===== config.mk =====
export PLATFORM = sky130hd
export DESIGN_NAME = prog_loader
export DESIGN_NICKNAME = d
export VERILOG_FILES = /design/src/rtl/prog_loader_pkg.sv /design/src/rtl/prog_loader_timeout.sv /design/src/rtl/prog_loader.sv
export SDC_FILE = /design/constraint.sdc
export NUM_CORES = 1
export LEC_CHECK = 0
export BUFFER_PORTS_ARGS = -buffer_cell sky130_fd_sc_hd__buf_4
export CORE_ASPECT_RATIO = 1.4
export CORE_MARGIN = 10
export CORE_UTILIZATION = 40
export CTS_CLUSTER_SIZE = 14
export DETAILED_ROUTE_END_ITERATION = 10
export HOLD_SLACK_MARGIN = 0.02
export SETUP_SLACK_MARGIN = 0.15
export SLEW_MARGIN = 20
export SYNTH_ARGS = -nofsm -noshare
export SYNTH_HDL_FRONTEND = slang
export SYNTH_SLANG_ARGS = --single-unit

===== constraint.sdc =====
create_clock -name clka -period 2.3 [get_ports clka]
set_input_delay 0.115 -clock clka [delete_from_list [all_inputs] [get_ports clka]]
set_output_delay 0.115 -clock clka [all_outputs]
set_load 0.02 [all_outputs]

===== src/rtl/prog_loader_pkg.sv =====
// Shared types and frame constants for the program loader and its helpers.
package prog_loader_pkg;

  typedef enum logic [2:0] {
    ST_IDLE  = 3'd0,
    ST_COUNT = 3'd1,
    ST_HI    = 3'd2,
    ST_LO    = 3'd3,
    ST_WRITE = 3'd4,
    ST_CSUM  = 3'd5,
    ST_RUN   = 3'd6,
    ST_ERR   = 3'd7
  } state_e;

  localparam int         MAX_WORDS = 64;
  localparam logic [7:0] CHK_INIT  = 8'h00;

  // States in which the loader is waiting on the byte source.
  function automatic logic waits_for_byte(input state_e s);
    return (s == ST_COUNT) || (s == ST_HI) || (s == ST_LO) || (s == ST_CSUM);
  endfunction

  function automatic logic is_busy(input state_e s);
    return waits_for_byte(s) || (s == ST_WRITE);
  endfunction

endpackage


===== src/rtl/prog_loader_timeout.sv =====
// Idle-cycle counter with clear/enable; flags the cycle in which LIMIT idle cycles are reached.
module loader_timeout #(
  parameter int LIMIT = 1024,
  localparam int W = $clog2(LIMIT + 1)
) (
  input  logic clk_i,
  input  logic rst_ni,
  input  logic clr_i,
  input  logic en_i,
  output logic expired_o
);

  logic [W-1:0] cnt_q, cnt_d;

  // A clear in the same cycle means activity, so it suppresses expiry.
  assign expired_o = en_i && !clr_i && (cnt_q == W'(LIMIT - 1));

  always_comb begin
    cnt_d = cnt_q;
    if (clr_i)
      cnt_d = '0;
    else if (en_i && !expired_o)
      cnt_d = cnt_q + W'(1);
  end

  always_ff @(posedge clk_i or negedge rst_ni) begin
    if (!rst_ni) cnt_q <= '0;
    else         cnt_q <= cnt_d;
  end

endmodule


===== src/rtl/prog_loader.sv =====
// Byte-stream program loader: parses COUNT/data/CHK frames, writes instruction memory,
// and holds the core in reset until a checksum-verified load completes.
module prog_loader
  import prog_loader_pkg::*;
#(
  parameter int ADDR_W  = 6,
  parameter int DEPTH   = MAX_WORDS,
  parameter int TIMEOUT = 1024
) (
  input  logic              clka,
  input  logic              reset,
  input  logic              load_start,
  input  logic              byte_valid,
  input  logic [7:0]        byte_data,
  output logic              byte_ready,
  output logic [15:0]       load,
  output logic [ADDR_W-1:0] ins_addr,
  output logic              we_ins,
  output logic              cpu_hold,
  output logic              busy,
  output logic              error,
  output logic [6:0]        words_loaded
);

  state_e              state_q, state_d;
  logic [15:0]         load_q, load_d;
  logic [ADDR_W-1:0]   addr_q, addr_d;
  logic [6:0]          words_q, words_d;
  logic [6:0]          n_q, n_d;
  logic [7:0]          chk_q, chk_d;
  logic                we_q, we_d;
  logic                rdy_q, hold_q, busy_q, err_q;
  logic                xfer, tmo, count_ok;

  // load_start wins over a simultaneous byte, so the source must not see a handshake.
  assign byte_ready = rdy_q && !load_start;
  assign xfer       = byte_valid && byte_ready;
  assign count_ok   = (byte_data != 8'd0) && (int'(byte_data) <= DEPTH);

  loader_timeout #(.LIMIT(TIMEOUT)) u_timeout (
    .clk_i     (clka),
    .rst_ni    (reset),
    .clr_i     (xfer || load_start || !waits_for_byte(state_q)),
    .en_i      (waits_for_byte(state_q)),
    .expired_o (tmo)
  );

  always_comb begin
    state_d = state_q;
    load_d  = load_q;
    addr_d  = addr_q;
    words_d = words_q;
    n_d     = n_q;
    chk_d   = chk_q;
    we_d    = 1'b0;
    if (load_start) begin
      state_d = ST_COUNT;
    end else begin
      case (state_q)
        ST_COUNT: begin
          if (xfer) begin
            if (count_ok) begin
              n_d     = byte_data[6:0];
              chk_d   = CHK_INIT;
              addr_d  = '0;
              words_d = '0;
              state_d = ST_HI;
            end else begin
              state_d = ST_ERR;
            end
          end else if (tmo) begin
            state_d = ST_ERR;
          end
        end
        ST_HI: begin
          if (xfer) begin
            load_d[15:8] = byte_data;
            chk_d        = chk_q ^ byte_data;
            state_d      = ST_LO;
          end else if (tmo) begin
            state_d = ST_ERR;
          end
        end
        ST_LO: begin
          if (xfer) begin
            load_d[7:0] = byte_data;
            chk_d       = chk_q ^ byte_data;
            we_d        = 1'b1;
            state_d     = ST_WRITE;
          end else if (tmo) begin
            state_d = ST_ERR;
          end
        end
        ST_WRITE: begin
          // Address wraps after word 63; harmless because the frame ends there.
          addr_d  = addr_q + ADDR_W'(1);
          words_d = words_q + 7'd1;
          state_d = (words_q + 7'd1 == n_q) ? ST_CSUM : ST_HI;
        end
        ST_CSUM: begin
          if (xfer)
            state_d = (byte_data == chk_q) ? ST_RUN : ST_ERR;
          else if (tmo)
            state_d = ST_ERR;
        end
        default: ;
      endcase
    end
  end

  always_ff @(posedge clka or negedge reset) begin
    if (!reset) begin
      state_q <= ST_IDLE;
      load_q  <= '0;
      addr_q  <= '0;
      words_q <= '0;
      n_q     <= '0;
      chk_q   <= CHK_INIT;
      we_q    <= 1'b0;
      rdy_q   <= 1'b0;
      hold_q  <= 1'b1;
      busy_q  <= 1'b0;
      err_q   <= 1'b0;
    end else begin
      state_q <= state_d;
      load_q  <= load_d;
      addr_q  <= addr_d;
      words_q <= words_d;
      n_q     <= n_d;
      chk_q   <= chk_d;
      we_q    <= we_d;
      rdy_q   <= waits_for_byte(state_d);
      hold_q  <= (state_d != ST_RUN);
      busy_q  <= is_busy(state_d);
      err_q   <= (state_d == ST_ERR);
    end
  end

  assign load         = load_q;
  assign ins_addr     = addr_q;
  assign we_ins       = we_q;
  assign cpu_hold     = hold_q;
  assign busy         = busy_q;
  assign error        = err_q;
  assign words_loaded = words_q;

endmodule


Word level (Yosys, flattened, before mapping)
Cells that the tools add are included.
{"block": "totals", "in_bits": 12, "word_cells": 91, "output_inout_bits": 34, "ff_bits": 63}
{"block": "classes", "n_reduce_logical": 29, "addsub": 3, "magnitude_cmp": 1, "mux": 25, "n_bitwise": 2, "n_eq_ne": 18}
{"op": "$mux 3", "count": 8}
{"op": "$mux 8", "count": 3}
{"op": "$mux 11", "count": 2}
{"op": "$pmux 8 s2", "count": 1}
{"op": "$eq 3x3->1 const B", "count": 5}
{"op": "$pmux 3 s5", "count": 1}
{"op": "$mux 7", "count": 2}
{"op": "$pmux 7 s2", "count": 1}
{"op": "$eq 3x2->1 const B", "count": 4}
{"op": "$mux 6", "count": 2}
{"op": "$pmux 6 s2", "count": 1}
{"op": "$add 11x1->11 const B", "count": 1}
{"op": "$eq 11x10->1 const B", "count": 1}
{"op": "$logic_or 1x1->1", "count": 9}
{"op": "$eq 8x8->1", "count": 1}
{"op": "$le 8x7->1 const B", "count": 1}
{"op": "$reduce_and 4->1", "count": 2}
{"op": "$reduce_bool 8->1", "count": 1}
{"op": "$xor 8x8->8", "count": 1}
{"op": "$add 7x1->7 const B", "count": 1}
{"op": "$eq 7x7->1", "count": 1}
{"op": "$add 6x1->6 const B", "count": 1}
{"op": "$eq 3x1->1 const B", "count": 2}
{"op": "$logic_and 1x1->1", "count": 6}
{"op": "10 further kinds", "count": 20}

Longest topological paths before layout
{"block": "logic_depth", "ltp_word": 18, "depth_mapped": 10, "ltp_nobuf": 8}

By module
A second synthesis with hierarchy kept.
{"block": "hier_totals", "cells_unflattened": 320, "hier_area_um2": 3326.9}
{"mod": "prog_loader", "area_per_inst_um2": 2700.1, "seq_area_each_um2": 1302.5, "instances": 1, "cells_each": 260}
{"mod": "loader_timeout", "area_per_inst_um2": 626.9, "seq_area_each_um2": 275.3, "instances": 1, "cells_each": 60}

Worst setup path before layout
Ideal clock, no wire load.
{"block": "synth_path", "kind": "reg2reg", "from": "reg u_timeout.cnt_q[0]", "to": "reg err_q, in the netlist error", "arrival_time_ns": 2.184, "synth_period_minus_slack_ns": 2.252, "setup_ns": 0.068, "t_required_ns": 2.232, "path_stages_with_launch": 10, "path_buffers": 1, "slack_ns": 0.048, "path_cell_list": "dfrtp_1 > ha_1 > nand4_1 > or4_1 > clkbuf_1 > o21ai_0 > o221ai_1 > o31ai_1 > and2_4 > nor2b_4"}
{"block": "synth_between", "elab_chain_cells": 7, "elab_cells_between_ends": 10, "classes_between": "eq/ne (2); mux (7); reduce/logical (1)"}
{"element": "from (decl)", "line_no": "prog_loader_timeout.sv:13", "text": "logic [W-1:0] cnt_q, cnt_d;"}
{"element": "from (signal assigned)", "line_no": "prog_loader_timeout.sv:28", "text": "else cnt_q <= cnt_d;"}
{"element": "$eq 11x10->1 (*)", "line_no": "prog_loader_timeout.sv:16", "text": "assign expired_o = en_i && !clr_i && (cnt_q == W'(LIMIT - 1));"}
{"element": "$logic_and 1x1->1 (*)", "line_no": "prog_loader_timeout.sv:16"}
{"element": "$mux 3 (*)"}
{"element": "$mux 3 (on tied branches)"}
{"element": "$pmux 3 s5 (*)", "line_no": "prog_loader.sv:59", "text": "case (state_q)"}
{"element": "$mux 3 (*)", "line_no": "prog_loader.sv:56", "text": "if (load_start) begin"}
{"element": "named net state_d[1]", "line_no": "prog_loader.sv:25", "text": "state_e state_q, state_d;"}
{"element": "$eq 3x3->1 (*)", "line_no": "prog_loader.sv:135", "text": "err_q <= (state_d == ST_ERR);"}
{"element": "to (signal assigned)", "line_no": "prog_loader.sv:135"}
{"element": "to (decl)", "line_no": "prog_loader.sv:32", "text": "logic rdy_q, hold_q, busy_q, err_q;"}
Mark *: on every way through the listed nets, which the timed path passes. The rest lies on a longest branch.
A chain may end at the register's enable or synchronous reset.

Worst setup path in the final report
{"block": "layout_path", "from": "reg u_timeout.cnt_q[0]", "to": "reg rdy_q"}
{"block": "layout_between", "elab_chain_cells": 10, "elab_cells_between_ends": 16, "classes_between": "eq/ne (5); mux (7); reduce/logical (4)"}
{"element": "$eq 11x10->1 (*)", "line_no": "prog_loader_timeout.sv:16"}
{"element": "$logic_and 1x1->1 (*)", "line_no": "prog_loader_timeout.sv:16"}
{"element": "$mux 3 (*)"}
{"element": "$mux 3 (on tied branches)"}
{"element": "$pmux 3 s5 (*)", "line_no": "prog_loader.sv:59"}
{"element": "$mux 3 (*)", "line_no": "prog_loader.sv:56"}
{"element": "$eq 3x1->1 or $eq 3x2->1 (tied branches)", "line_no": "prog_loader_pkg.sv:20", "text": "return (s == ST_COUNT) || (s == ST_HI) || (s == ST_LO) || (s == ST_CSUM);"}
{"element": "$logic_or 1x1->1 (2 in a row)", "line_no": "prog_loader_pkg.sv:20"}
{"element": "$logic_or 1x1->1 (*)", "line_no": "prog_loader_pkg.sv:20"}
{"element": "to (signal assigned)", "line_no": "prog_loader.sv:132", "text": "rdy_q <= waits_for_byte(state_d);"}
{"element": "to (decl)", "line_no": "prog_loader.sv:32"}
Mark *: on every way between the ends. The rest lies on a longest branch, timed or not.

==> qor.yml <==
floorplanning:
  io_pins: 46
  coreArea_mm2: 0.007750
  die_area_mm2: 0.01201
  die_h_um: 125.7
  row_count: 38
  start_util_pct: 41.20
  die_x_um: 95.51
critical_path:
  critPathTopFamily: "simple AND/OR/NAND/NOR gates"
  critPathArrivalTime_ns: 2.38
  path_buf_inv: 0
  startpoint_type: "register"
  cp_slowest_stage_delay_ns: 0.56
  crit_required_ns: 2.57
  crit_path_end_kind: "register"
  cpMaxStageDelayCell: "or4_4"
  crit_path_cell_trace: "ha_2 -> nand4_1 -> or4_4 -> o21ai_4 -> nand2_2 -> o2bb2ai_2 -> a22o_4 -> mux2i_1"
  crit_path_max_fanout: 5
  path_class: "reg2reg"
sta:
  worst_pin_slew_ns: 0.7930
  clock-skew-final_ns: 0.008893
  slew_headroom_pct: 47.14
  setup-tns-final_ns: 0
  period_needed_ns: 2.104
  post-route-period-util_pct: 91.46
  setup_viol: 0
  rsz0062_at_grt: "true"
  maxSlewViolCount: 0
  hold_ws_ns: 0.07371
  hold_viol_final: 0
  maxClockFrequency_ghz: 0.4754
cts:
  htree_levels: 3
  clk_latency_ns: 0.34
  cts_tree: "yes"
  cts_buffers: 9
  clk_pin_slew_ns: 0.07
  root_buffer: "clkbuf_8"
  cts.sinks: 63
  cts_buffer_depth: 2
place:
  dp_hpwl_um: 5333
  port_buffers: 45
  dp.cells: 465
  gp_congestion: 0.8444
synth:
  synth_top_family_by_area: "simple AND/OR/NAND/NOR gates"
  ys.flop_type: "dfrtp_1"
  synth_mux_area_share_pct: 8.738
  synth_area_leaders: "dfrtp_1, mux2_2, o21ai_0"
  ys_seq_area_share_pct: 49.41
  synth_cell_type_count: 47
  ys_ff_latch: 63
  synth_edf_count: 0
  async_reset_ff_share_pct: 100.0
  synth_compound_area_share_pct: 12.38
  synthCells: 315
  netlist_area_mm2: 0.003193
  syn_avg_cell_area_um2: 10.14
  synth_top_area_share_pct: 48.59
  synth_simple_gate_area_share_pct: 18.69
  synth_fp_nets: 331
  yosys.area.top_type: "dfrtp_1"
  synthAdderAreaFrac_pct: 1.567
  synth.most_common_cell: "dfrtp_1"
  synth_common_cells: "dfrtp_1, o21ai_0, nor2_1, nand2_1, mux2_2"
  synthXorXnorAreaFrac_pct: 6.857
  yosys_warnings: 0
pwr:
  clkPwrFrac_pct: 24.7
  p_sw_share_pct: 33.99
  seqPwrFrac_pct: 38.2
  intPower_w: 0.002851
  vdd_drop_max_uv: 626.5
  cellLeakagePower_nw: 1.861
  total_power_w: 0.004319
  comb_power_share_pct: 37.1
  pwr_density_cell_mw_per_mm2: 1050
  p_switching_w: 0.001468
drt:
  wl_um: 7446
  drtAntennaViolNets: 0
  initialDrtViolationCount: 161
  viasPerCell: 5.302
  wl_per_cell_um: 15.32
  vias: 2577
  dr.pass1.iters: 4
  drc: 0
global_routing:
  grt_pass1_wl_um: 12260
  antenna_found_initial: 0
  grt.total_usage_pct: 12.76
  grt_max_degree: 64
  grt_pass1_vias: 2513
  grt_remaining_overflow: 0
finish:
  diodes: 0
  nets: 397
  drive_gt1_share_pct: 33.68
  area_delta_synth_final_pct: 28.88
  final_cells: 486
job:
  max-cap-violations: 0
run_status:
  status: "finished clean"
hold_path:
  worstHoldPathType: "in2reg"
## layer usage
metal,share of wire [%],track usage [%]
met1,41,14.64
met2,52,21.17
met3,5.3,3.389
met4,2.0,6.266
met5,0,0
## worst reg2reg max path: stages (launching register included)
cell and delay, ns:
dfrtp_1 0.38, ha_2 0.20, nand4_1 0.14, or4_4 0.56, o21ai_4 0.18, nand2_2 0.07, o2bb2ai_2 0.12, a22o_4 0.26
mux2i_1 0.12
## kinds of logic after synthesis
group,after synthesis
simple gates,113
compound gates,65
flops,63
xor+xnor,25
mux,25
buf+inv,20
fa+ha+maj,4
## registers in the layout, summed over array words and instances, names as in the netlist
name	flops
cpu_hold	1
chk_q	8
ins_addr	6
n_q	7
words_loaded	7
we_ins	1
rdy_q	1
busy	1
u_timeout.cnt_q	11
state_q	3
error	1
load	16
## final timing paths
check,from,slack (ns),endpoint,cells after the start
setup / recovery,u_timeout.cnt_q[0],0.20,rdy_q,8
hold / removal,byte_data[3],0.07,n_q[3],2
setup reg to reg,u_timeout.cnt_q[0],0.20,rdy_q,8
hold reg to reg,u_timeout.cnt_q[10],0.50,u_timeout.cnt_q[10],2
max in group asynchronous,reset,1.32,words_loaded[0],2
min in group asynchronous,reset,0.39,u_timeout.cnt_q[4],2
## power by group through the flow
stage          clock, W  sequential [W]  combinational (W)
3_5_place_dp          0         0.00167            0.00153
6_report        0.00107         0.00165            0.00160
2_1_floorplan         0         0.00183           0.000762
3_3_place_gp          0         0.00165            0.00151
5_1_grt         0.00113         0.00170            0.00176
4_1_cts         0.00108         0.00165            0.00157
## per-stage QoR
stage | util [%] | setup slack (ns) | instance area (um2)
global placement | 48.50 | 0.08772 | 3759
CTS | 51.92 | 0.1426 | 4024
global route | 53.10 | 0.08039 | 4115
floorplan | - | 0.1560 | 3208
detailed placement | 48.50 | 0.07005 | 3759
finish | 53.10 | 0.1963 | 4115
## cell usage in the layout, fill, tap and decap left out, drive strengths merged, types with 5 or more instances in the layout
master,netlist,layout
buf,1,68
dfrtp,62,62
o21ai,39,39
nor2,34,34
nand2,24,24
mux2,23,23
xnor2,17,17
nand2b,13,13
clkbuf,13,12
nand3,8,8
xor2,8,8
a21oi,7,7
inv,6,6
nor3,6,6
nand4,5,5
nor2b,5,5
## cell type report
class                           instances  area, um2
Timing Repair Buffer                   69      520.5
Fill cell                             697       3635
Clock inverter                          4      70.07
Inverter                                6      22.52
Clock buffer                           12      145.1
Sequential cell                        63       1579
Multi-Input combinational cell        232       1653
Tap cell                              100      125.1
## timing repair
action                     4_1_cts  5_1_grt
resized for setup                7       13
setup buffers                    0        4
setup endpoints to repair        4        8
hold endpoints to repair        62        0
hold buffers                     1        0
pin swaps                        1        3
Note: power is estimated with default switching activity, not from simulation.
